## src/rtl/tone_pkg.sv

```systemverilog
// tone_pkg: note codes, sequencer states and the pattern step record shared by the tone sequencer
package tone_pkg;
  localparam int DUR_W = 8;
  localparam logic [2:0] NOTE_0 = 3'b000, NOTE_1 = 3'b001, NOTE_2 = 3'b010, NOTE_3 = 3'b011;
  localparam logic [2:0] NOTE_4 = 3'b100, NOTE_5 = 3'b101, NOTE_6 = 3'b110, NOTE_7 = 3'b111;
  typedef enum logic [2:0] {IDLE, FETCH, PLAY, GAP, ADVANCE, DONE} state_t;
  typedef struct packed {
    logic [2:0]       note;
    logic             rest;
    logic [DUR_W-1:0] dur;
  } step_t;
endpackage

```

## src/rtl/tone_sequencer_if.sv

```systemverilog
// tone_sequencer_if: host pattern write port, transport controls and tone divider drive
interface tone_sequencer_if #(parameter int DEPTH = 16);
  localparam int AW = $clog2(DEPTH);
  logic                       i_wr_en;
  logic [AW-1:0]              i_wr_addr;
  logic [2:0]                 i_wr_note;
  logic                       i_wr_rest;
  logic [tone_pkg::DUR_W-1:0] i_wr_dur;
  logic                       i_start;
  logic                       i_stop;
  logic                       i_loop;
  logic [2:0]                 o_note_sel;
  logic                       o_div_reset;
  logic                       o_busy;
  logic [AW-1:0]              o_step;
  logic                       o_done;
  modport master (
    output i_wr_en, i_wr_addr, i_wr_note, i_wr_rest, i_wr_dur, i_start, i_stop, i_loop,
    input  o_note_sel, o_div_reset, o_busy, o_step, o_done
  );
  modport slave (
    input  i_wr_en, i_wr_addr, i_wr_note, i_wr_rest, i_wr_dur, i_start, i_stop, i_loop,
    output o_note_sel, o_div_reset, o_busy, o_step, o_done
  );
endinterface

```

## src/rtl/tone_sequencer_tick_prescaler.sv

```systemverilog
// tick_prescaler: one-cycle tick every TICK_DIV clocks, restarted from zero by clr
module tick_prescaler #(
  parameter int TICK_DIV = 500000
) (
  input  logic inClk,
  input  logic reset,
  input  logic clr,
  output logic tick
);
  localparam int CW = $clog2(TICK_DIV);
  logic [CW-1:0] r_cnt;
  assign tick = r_cnt == CW'(TICK_DIV - 1);
  always_ff @(posedge inClk)
    r_cnt <= (reset || clr || tick) ? '0 : r_cnt + 1'b1;
endmodule

```

## src/rtl/tone_sequencer.sv

```systemverilog
// tone_sequencer: steps through a stored melody, driving the tone divider's note select and reset
module tone_sequencer import tone_pkg::*; #(
  parameter int TICK_DIV  = 500000,
  parameter int DEPTH     = 16,
  parameter int GAP_TICKS = 1
) (
  input logic             inClk,
  input logic             reset,
  tone_sequencer_if.slave bus
);
  localparam int AW = $clog2(DEPTH);
  localparam int GW = $clog2(GAP_TICKS + 2);
  step_t            r_mem [DEPTH];
  state_t           r_state, w_next;
  logic [AW-1:0]    r_step, w_step;
  logic [2:0]       r_note;
  logic             r_rest;
  logic [DUR_W-1:0] r_rem;
  logic [GW-1:0]    r_gap;
  logic             w_tick, w_clr, w_end, w_last;
  step_t            w_cur;
  logic [DUR_W-1:0] w_nxt_dur;
  tick_prescaler #(.TICK_DIV(TICK_DIV)) u_pre (.inClk(inClk), .reset(reset), .clr(w_clr), .tick(w_tick));
  assign w_cur     = r_mem[r_step];
  assign w_nxt_dur = r_mem[r_step + 1'b1].dur;
  assign w_end     = w_tick && r_rem == DUR_W'(1);
  // the final note of a non-looping pass runs straight into ADVANCE with no trailing gap
  assign w_last    = r_step == AW'(DEPTH - 1) || (w_nxt_dur == '0 && !bus.i_loop);
  always_comb begin
    w_next = r_state;
    w_step = r_step;
    w_clr  = 1'b0;
    case (r_state)
      IDLE: if (bus.i_start) begin
        w_next = FETCH;
        w_step = '0;
      end
      FETCH: begin
        w_clr = 1'b1;
        if (w_cur.dur != '0) w_next = PLAY;
        else if (bus.i_loop && r_step != '0) w_step = '0;
        else w_next = DONE;
      end
      PLAY: if (w_end) begin
        w_next = (w_last || GAP_TICKS == 0) ? ADVANCE : GAP;
        w_clr  = !w_last && GAP_TICKS != 0;
      end
      GAP: if (w_tick && r_gap == GW'(1)) w_next = ADVANCE;
      ADVANCE: begin
        w_next = (r_step != AW'(DEPTH - 1) || bus.i_loop) ? FETCH : DONE;
        w_step = (w_next == FETCH) ? r_step + 1'b1 : r_step;
      end
      DONE: w_next = IDLE;
      default: w_next = IDLE;
    endcase
    if (bus.i_stop) begin
      w_next = IDLE;
      w_step = '0;
    end
  end
  always_ff @(posedge inClk) begin
    if (reset) begin
      r_state <= IDLE;
      r_step  <= '0;
      r_note  <= NOTE_0;
      r_rest  <= 1'b1;
      r_rem   <= '0;
      r_gap   <= '0;
    end else begin
      r_state <= w_next;
      r_step  <= w_step;
      if (r_state == FETCH && w_next == PLAY) begin
        r_note <= w_cur.note;
        r_rest <= w_cur.rest;
        r_rem  <= w_cur.dur;
      end else if (r_state == PLAY && w_tick) r_rem <= r_rem - 1'b1;
      if (r_state == PLAY && w_next == GAP) r_gap <= GW'(GAP_TICKS);
      else if (r_state == GAP && w_tick) r_gap <= r_gap - 1'b1;
    end
  end
  always_ff @(posedge inClk)
    if (bus.i_wr_en) r_mem[bus.i_wr_addr] <= '{note: bus.i_wr_note, rest: bus.i_wr_rest, dur: bus.i_wr_dur};
  assign bus.o_note_sel  = r_note;
  assign bus.o_div_reset = r_state != PLAY || r_rest;
  assign bus.o_busy      = r_state != IDLE;
  assign bus.o_step      = r_step;
  assign bus.o_done      = r_state == DONE;
endmodule

```

## src/flat_wrapper.sv

```systemverilog
// flat-port wrapper written by rule: the top's interface ports become plain ports
module tone_sequencer_flat import tone_pkg::*;
#(
  parameter int TICK_DIV  = 500000,
  parameter int DEPTH     = 16,
  parameter int GAP_TICKS = 1
)
  (inClk, reset, bus_i_wr_en, bus_i_wr_addr, bus_i_wr_note, bus_i_wr_rest, bus_i_wr_dur, bus_i_start, bus_i_stop, bus_i_loop, bus_o_note_sel, bus_o_div_reset, bus_o_busy, bus_o_step, bus_o_done);
  tone_sequencer_if #(.DEPTH(DEPTH)) bus_i ();
  input logic inClk;
  input logic reset;
  input wire logic [$bits(bus_i.i_wr_en)-1:0] bus_i_wr_en;
  input wire logic [$bits(bus_i.i_wr_addr)-1:0] bus_i_wr_addr;
  input wire logic [$bits(bus_i.i_wr_note)-1:0] bus_i_wr_note;
  input wire logic [$bits(bus_i.i_wr_rest)-1:0] bus_i_wr_rest;
  input wire logic [$bits(bus_i.i_wr_dur)-1:0] bus_i_wr_dur;
  input wire logic [$bits(bus_i.i_start)-1:0] bus_i_start;
  input wire logic [$bits(bus_i.i_stop)-1:0] bus_i_stop;
  input wire logic [$bits(bus_i.i_loop)-1:0] bus_i_loop;
  output wire logic [$bits(bus_i.o_note_sel)-1:0] bus_o_note_sel;
  output wire logic [$bits(bus_i.o_div_reset)-1:0] bus_o_div_reset;
  output wire logic [$bits(bus_i.o_busy)-1:0] bus_o_busy;
  output wire logic [$bits(bus_i.o_step)-1:0] bus_o_step;
  output wire logic [$bits(bus_i.o_done)-1:0] bus_o_done;
  assign bus_i.i_wr_en = bus_i_wr_en;
  assign bus_i.i_wr_addr = bus_i_wr_addr;
  assign bus_i.i_wr_note = bus_i_wr_note;
  assign bus_i.i_wr_rest = bus_i_wr_rest;
  assign bus_i.i_wr_dur = bus_i_wr_dur;
  assign bus_i.i_start = bus_i_start;
  assign bus_i.i_stop = bus_i_stop;
  assign bus_i.i_loop = bus_i_loop;
  assign bus_o_note_sel = bus_i.o_note_sel;
  assign bus_o_div_reset = bus_i.o_div_reset;
  assign bus_o_busy = bus_i.o_busy;
  assign bus_o_step = bus_i.o_step;
  assign bus_o_done = bus_i.o_done;
  tone_sequencer #(.TICK_DIV(TICK_DIV), .DEPTH(DEPTH), .GAP_TICKS(GAP_TICKS)) u_core (.inClk(inClk), .reset(reset), .bus(bus_i));
endmodule
```

## config.mk

```make
export PLATFORM = sky130hd
export DESIGN_NAME = tone_sequencer_flat
export DESIGN_NICKNAME = d
export VERILOG_FILES = /design/src/rtl/tone_pkg.sv /design/src/rtl/tone_sequencer_if.sv /design/src/rtl/tone_sequencer_tick_prescaler.sv /design/src/rtl/tone_sequencer.sv /design/src/flat_wrapper.sv
export SDC_FILE = /design/constraint.sdc
export NUM_CORES = 1
export LEC_CHECK = 0
export BUFFER_PORTS_ARGS = -buffer_cell sky130_fd_sc_hd__buf_2
export CORE_UTILIZATION = 40
export DETAILED_ROUTE_END_ITERATION = 8
export PLACE_DENSITY_LB_ADDON = 0.25
export SLEW_MARGIN = 20
export SYNTH_ARGS = -nofsm -noshare
export SYNTH_HDL_FRONTEND = slang
export SYNTH_SLANG_ARGS = --single-unit
```

## constraint.sdc

```tcl
create_clock -name inClk -period 8.83 [get_ports inClk]
set_input_delay 0.883 -clock inClk [delete_from_list [all_inputs] [get_ports inClk]]
set_output_delay 0.883 -clock inClk [all_outputs]
set_load 0.005 [all_outputs]
```

==> results of run 1 <==
## area by class of cell
class                      instances  area, µm²  share of cell area
sequential                       236       6650               0.576
multi-input combinational        392       3290               0.285
clock inverter                    17        223              0.0193
timing repair buffer              46        268              0.0232
tap                              324        405              0.0351
inverter                           9       33.8             0.00293
clock buffer                      30        666              0.0577
## routing by layer
layer  share of wire  vias up  wire length (µm)  global-route usage
li1                -     2725                 -                   -
met1            0.43     3085             10100               0.247
met2            0.47      232             11000               0.301
met3           0.064       43              1510              0.0369
met4           0.031        0               732              0.0583
met5               0        -                 0                   0
## synthesized netlist by cell type (2+ instances only)
library cell,count,share of area
mux2i_1,10,0.0099
mux2_2,2,0.0022
dfxtp_1,44,0.087
nand3_1,19,0.0094
o21ai_1,2,0.00099
or4b_2,2,0.0020
nand3b_1,4,0.0030
nand2b_1,8,0.0050
ha_1,6,0.0075
a22oi_1,12,0.0089
and3_1,6,0.0037
a31oi_1,6,0.0037
o21ai_0,7,0.0035
buf_2,4,0.0020
or3_1,7,0.0043
a311oi_1,2,0.0017
nor2_1,72,0.027
o22ai_1,5,0.0031
inv_1,8,0.0030
xnor2_1,11,0.0096
o32ai_1,2,0.0017
or4_1,5,0.0037
edfxtp_1,192,0.57
a221oi_1,4,0.0035
a2111oi_0,3,0.0026
nor4_1,14,0.0087
o21a_1,2,0.0015
a211oi_1,4,0.0030
and2_1,4,0.0025
nand4_1,5,0.0031
clkbuf_1,16,0.0060
mux4_2,51,0.11
a21oi_1,14,0.0070
or3b_2,3,0.0026
a211oi_2,3,0.0037
nor2b_1,5,0.0031
nand2_1,30,0.011
buf_4,5,0.0037
xor2_1,14,0.012
nor4b_1,6,0.0052
buf_1,2,0.00075
nor3_1,27,0.013
## registers in the layout, summed over array words and instances, names as in the netlist, named ones only
| signal | cells |
|---|---|
| u_core.r_state | 3 |
| u_core.r_gap | 2 |
| u_core.bus.o_note_sel | 3 |
| u_core.r_rem | 8 |
| u_core.r_rest | 1 |
| u_core.u_pre.r_cnt | 19 |
| u_core.r_mem | 192 |
| u_core.bus.o_step | 4 |
## through the flow
step | util | setup WS [ns]
2_1_floorplan | - | 5.98
3_3_place_gp | 0.434 | 5.09
3_5_place_dp | 0.434 | 4.96
4_1_cts | 0.470 | 4.94
5_1_grt | 0.470 | 4.58
6_report | 0.470 | 4.84
## power breakdown
part / internal, mW / switching [mW] / total [mW] / leakage (nW)
sequential: 1.22 / 0.0112 / 1.23 / 2.09
combinational: 0.0192 / 0.0410 / 0.0602 / 1.15
clock: 0.663 / 0.437 / 1.10 / 0.426
## worst paths after layout
path,startpoint,end,slack (ns),cells past startpoint
min reg2reg,u_core.u_pre.r_cnt[0],u_core.u_pre.r_cnt[0],0.50,1
min,u_core.u_pre.r_cnt[0],u_core.u_pre.r_cnt[0],0.50,1
max reg2reg,u_core.bus.o_step[0],u_core.r_state[1],4.84,10
max,u_core.bus.o_step[0],u_core.r_state[1],4.84,10
## cell families after synthesis
logic type               count (synthesis)
multiplexers                            63
AND/OR/NAND/NOR                        224
flip-flops                             236
adder cells (fa/ha/maj)                  6
XOR/XNOR                                25
AO/OA/AOI/OAI                           74
buffers and inverters                   37
## worst reg2reg max path, delay by kind of cell (launching register included)
kind	cells	cell delay, ns
compound gates	5	1.25
simple gates	2	0.64
flops	1	0.66
buf+inv	2	0.61
fa+ha+maj	1	0.70
==> run_results.csv, run 1 <==
group,metric,value,unit
route,drt-wirelength-per-cell,22.2,µm
global_route,antenna_found_initial,0,
worst_setup_path,cp_top_family,"compound AO/OA/AOI/OAI gates",
global_route,grt_pass1_wl,35.9,mm
synth,synth_top_family_by_area,"multiplexers",
cts,clkLatencyLatePin,0.55,ns
final_layout,stdcell_count,1054,
timing,finalSetupTns,0,ns
timing,report.final.hold_viol_count,0,
timing,holdWs,0.497,ns
synth,synthesis.nets,693,
timing,rsz0062_at_grt,"false",
worst_hold_path,hold_path_class,"flip-flop to flip-flop",
cts,ctsHoldBuffers,0,
final_layout,layout_common_cells,"edfxtp_1, nor2_1, mux4_2",
worst_setup_path,critPathMaxFanout,24,
route,vias,6085,
worst_setup_path,critPathMaxStageDelay,0.70,ns
route,via_per_inst,5.77,
cts,cts_resized,0,
placed_design,postPlaceCellArea,10600,µm²
timing,max_freq,250,MHz
synth,syn_area_per_cell,15.1,µm²
final_layout,nets,739,
floorplanning,num_io_pins,32,
floorplanning,chipWidth,161,µm
timing,finClkSkew,0.0207,ns
worst_setup_path,cp_common_cell,"a31oi_1",
synth,synth-async-reset-ratio,0,
placed_design,port_buffers,31,
cts,numCtsBuffers,26,
final_layout,antennaDiodeCount,0,
job,max_cap_viol_count,0,
timing,drv_slew,0,
floorplanning,core,24500,µm²
placed_design,gp_congestion,0.880,
route,wl,23.4,mm
route,drt_iter0_drc,827,
final_layout,final_cell_area,11500,µm²
placed_design,place_inst,1007,
placed_design,dp_hpwl,15.7,mm
cts,h-tree-depth,1,
worst_setup_path,crit_chain,"inv_1 > ha_1 > buf_4 > or3b_2 > a21oi_1 > a32oi_1 > a2111oi_0 > nor3_1 > a31oi_1 > a31oi_1",
synth,synth-simple-area-share,0.115,
cts,numClockSinks,236,
cts,cts_setup_buffers,0,
worst_setup_path,cp_data_required_time,9.23,ns
global_route,grt_max_degree,49,
power_and_ir_drop,ir_drop,0.143,mV
route,ant_nets,0,
final_layout,n_fill_cell,2127,
synth,synth_compound_area_frac,0.0530,
global_route,grtUsageTotal,0.184,
final_layout,mostFrequentLayoutCell,"edfxtp_1",
synth,syn_area,10100,µm²
floorplanning,start_util,0.411,
timing,maxSlewHeadroom,0.266,
floorplanning,dieHeight,161,µm
cts,clk_pin_slew,0.05,ns
worst_setup_path,endpoint_kind,"flip-flop",
cts,cts-root-buf,"clkbuf_16",
worst_setup_path,critPathKind,"flip-flop to flip-flop",
timing,worst_pin_slew,1.10,ns
worst_setup_path,critPathLaunchType,"flip-flop",
timing,post-route-period-util,0.452,
synth,muxShareOfSynthArea,0.126,
global_route,grt_pass1_vias,6133,
worst_setup_path,slowest_stage,"ha_1",
worst_setup_path,cp_num_buf_inv,2,
synth,ys_warn_count,0,
route,drt_pre_antenna_iters,5,
final_layout,syn2layout_area_growth,14.5,%
run_status,outcome,"finished, final reports clean",
route,drc,0,
synth,ys_seq_area_frac,0.660,
synth,synthAdderAreaFrac,0.00745,
synth,synth-seq-cells,236,
floorplanning,die-area,25800,µm²
final_layout,final_layout_size_suffix_gt1_frac,0.219,
cts,clockBufferDepth,3,
worst_setup_path,arrival,4.39,ns
cts,cts_tree,"done",
timing,min_period,3.99,ns
synth,synthXorXnorAreaFrac,0.0217,
synth,ys.flop_type,"edfxtp_1",
power_and_ir_drop,total_power,2.39,mW
timing,setup_violations,0,
synth,synth_edf_count,192,
synth,synth_cells,665,
global_route,grt_overflow,0,
power_and_ir_drop,power_density,208,nW/µm²
power_and_ir_drop,leakage,3.67,nW
floorplanning,rows,57,
synth,yosys.cell_types.count,59,
No activity file was read; power rests on OpenSTA's default activity.
==> run 2: changes to the inputs <==
==> constraint.sdc (replaced) <==
create_clock -name inClk -period 4.2 [get_ports inClk]
set_input_delay 0.42 -clock inClk [delete_from_list [all_inputs] [get_ports inClk]]
set_output_delay 0.42 -clock inClk [all_outputs]
set_load 0.005 [all_outputs]
==> run 2 against run 1 <==
Register-to-register slack worse by 4.1 ns. Wire length is 3.5% higher. Critical path depth is 2 lower. Via count is 0.90% higher. Sequential share of layout area is 0.35 points higher. First-iteration DRC count is 26% lower. Global-route usage is 0.45 points higher. Non-clock buffer count is 6 higher. Worst setup slack worse by 4.1 ns. Final area is 0.61% lower. Count of clock-buffer cells in the layout is 4 lower. Cell count is 0.19% higher.
==> run_results.csv, run 2 (synthesis gave the netlist of run 1 again) <==
group,metric,value,unit
job,max_cap_viol_count,0,
worst_setup_path,rrSetupSlack,0.71,ns
route,drt-wirelength-per-cell,22.9,µm
route,drt_iter0_drc,609,
floorplanning,die-area,25800,µm²
timing,rsz0062_at_grt,"false",
cts,numClockSinks,236,
global_route,grt_pass1_wl,36.5,mm
placed_design,dp_hpwl,16.4,mm
timing,post-route-period-util,0.830,
placed_design,pre_cts_ws,0.672,ns
timing,holdWs,0.183,ns
worst_setup_path,endpoint_kind,"flip-flop",
cts,clkLatencyLatePin,0.52,ns
final_layout,regMostFlops,"u_core.r_mem",
floorplanning,chipWidth,161,µm
worst_setup_path,critPathMaxFanout,11,
worst_setup_path,arrival,3.85,ns
timing,drv_slew,0,
floorplanning,dieHeight,161,µm
worst_hold_path,hold_path_class,"primary input to flip-flop",
run_status,outcome,"finished, final reports clean",
global_route,grt_max_degree,30,
route,drt_pre_antenna_iters,5,
timing,report.final.hold_viol_count,0,
worst_setup_path,reg2reg_depth,8,
final_layout,top_regs,"u_core.r_mem x192, u_core.u_pre.r_cnt x19, u_core.r_rem x8",
timing,maxSlewHeadroom,0.305,
cts,numCtsBuffers,25,
timing,min_period,3.49,ns
global_route,grtUsageTotal,0.188,
cts,clk_pin_slew,0.06,ns
final_layout,largest_register_ffs,192,
cts,cts_setup_buffers,0,
timing,setup_violations,0,
cts,ctsHoldBuffers,0,
route,vias,6140,
power_and_ir_drop,power_density,420,nW/µm²
final_layout,nets,744,
floorplanning,core,24500,µm²
worst_setup_path,critPathKind,"flip-flop to flip-flop",
timing,finClkSkew,0.00994,ns
floorplanning,num_io_pins,32,
worst_setup_path,critPathLaunchType,"flip-flop",
timing,worst_pin_slew,1.04,ns
power_and_ir_drop,ir_drop,0.216,mV
timing,setup_slack,0.714,ns
route,drc,0,
final_layout,antennaDiodeCount,0,
floorplanning,rows,57,
cts,h-tree-depth,1,
route,via_per_inst,5.81,
final_layout,syn2layout_area_growth,13.8,%
floorplanning,start_util,0.411,
worst_setup_path,cp_data_required_time,4.56,ns
final_layout,seq_area,6650,µm²
route,ant_nets,0,
final_layout,layout_common_cells,"edfxtp_1, nor2_1, mux4_2",
global_route,grt_overflow,0,
cts,cts_tree,"done",
final_layout,final_layout_size_suffix_gt1_frac,0.224,
placed_design,port_buffers,31,
worst_hold_path,holdPathStages,2,
timing,max_freq,287,MHz
placed_design,gp_congestion,0.867,
power_and_ir_drop,leakage,3.64,nW
cts,cts_resized,0,
cts,cts-root-buf,"clkbuf_16",
timing,finalSetupTns,0,ns
final_layout,mostFrequentLayoutCell,"edfxtp_1",
global_route,antenna_found_initial,0,
final_layout,n_fill_cell,2109,
final_layout,multiInputGateArea,3290,µm²
global_route,grt_pass1_vias,6252,
route,wl,24.2,mm
cts,clockBufferDepth,3,
## run 2: worst min-delay path by stage
stage	to	startpoint	slack, ns
floorplan	u_core.u_pre.r_cnt[0]	u_core.u_pre.r_cnt[0]	0.45
global placement	u_core.u_pre.r_cnt[0]	u_core.u_pre.r_cnt[0]	0.47
detailed placement	u_core.u_pre.r_cnt[0]	u_core.u_pre.r_cnt[0]	0.49
CTS	flip-flop	bus_i_stop	0.17
global route	flip-flop	bus_i_stop	0.20
finish	flip-flop	bus_i_stop	0.18
## run 2: metrics by stage
stage | instances | util | total power [mW] | cell area, µm²
floorplan | 665 | - | 2.70 | 10100
CTS | 1056 | 0.467 | 4.84 | 11500
global placement | 1013 | 0.436 | 2.77 | 10700
global route | 1056 | 0.467 | 4.96 | 11500
detailed placement | 1013 | 0.436 | 2.77 | 10700
finish | 1056 | 0.467 | 4.82 | 11500
## run 2: layout make-up
class | count | area share
multi-input combinational | 392 | 0.287
sequential | 236 | 0.580
timing repair buffer | 52 | 0.0273
inverter | 9 | 0.00295
clock inverter | 17 | 0.0125
clock buffer | 26 | 0.0549
tap | 324 | 0.0354
## run 2: report_power, final
part / switching (mW) / internal (mW)
logic: 0.0875 / 0.0408
registers: 0.0243 / 2.57
clock network: 0.885 / 1.21
## run 2: critical path: stages, from the launching register on
cell and delay (ns):
dfxtp_2 0.59, buf_4 0.34, mux4_2 0.52, and3_1 0.19, a221oi_1 0.35, or4bb_1 0.53
o21ai_1 0.21, nor4b_2 0.40, a2111oi_0 0.21
## run 2: layer usage
metal | part of all wire | vias up | wire, µm | global-route usage
met5 | 0 | - | 0 | 0
met4 | 0.033 | 0 | 801 | 0.0660
met3 | 0.072 | 62 | 1740 | 0.0362
met2 | 0.48 | 252 | 11500 | 0.308
met1 | 0.42 | 3085 | 10100 | 0.252
li1 | - | 2741 | - | -
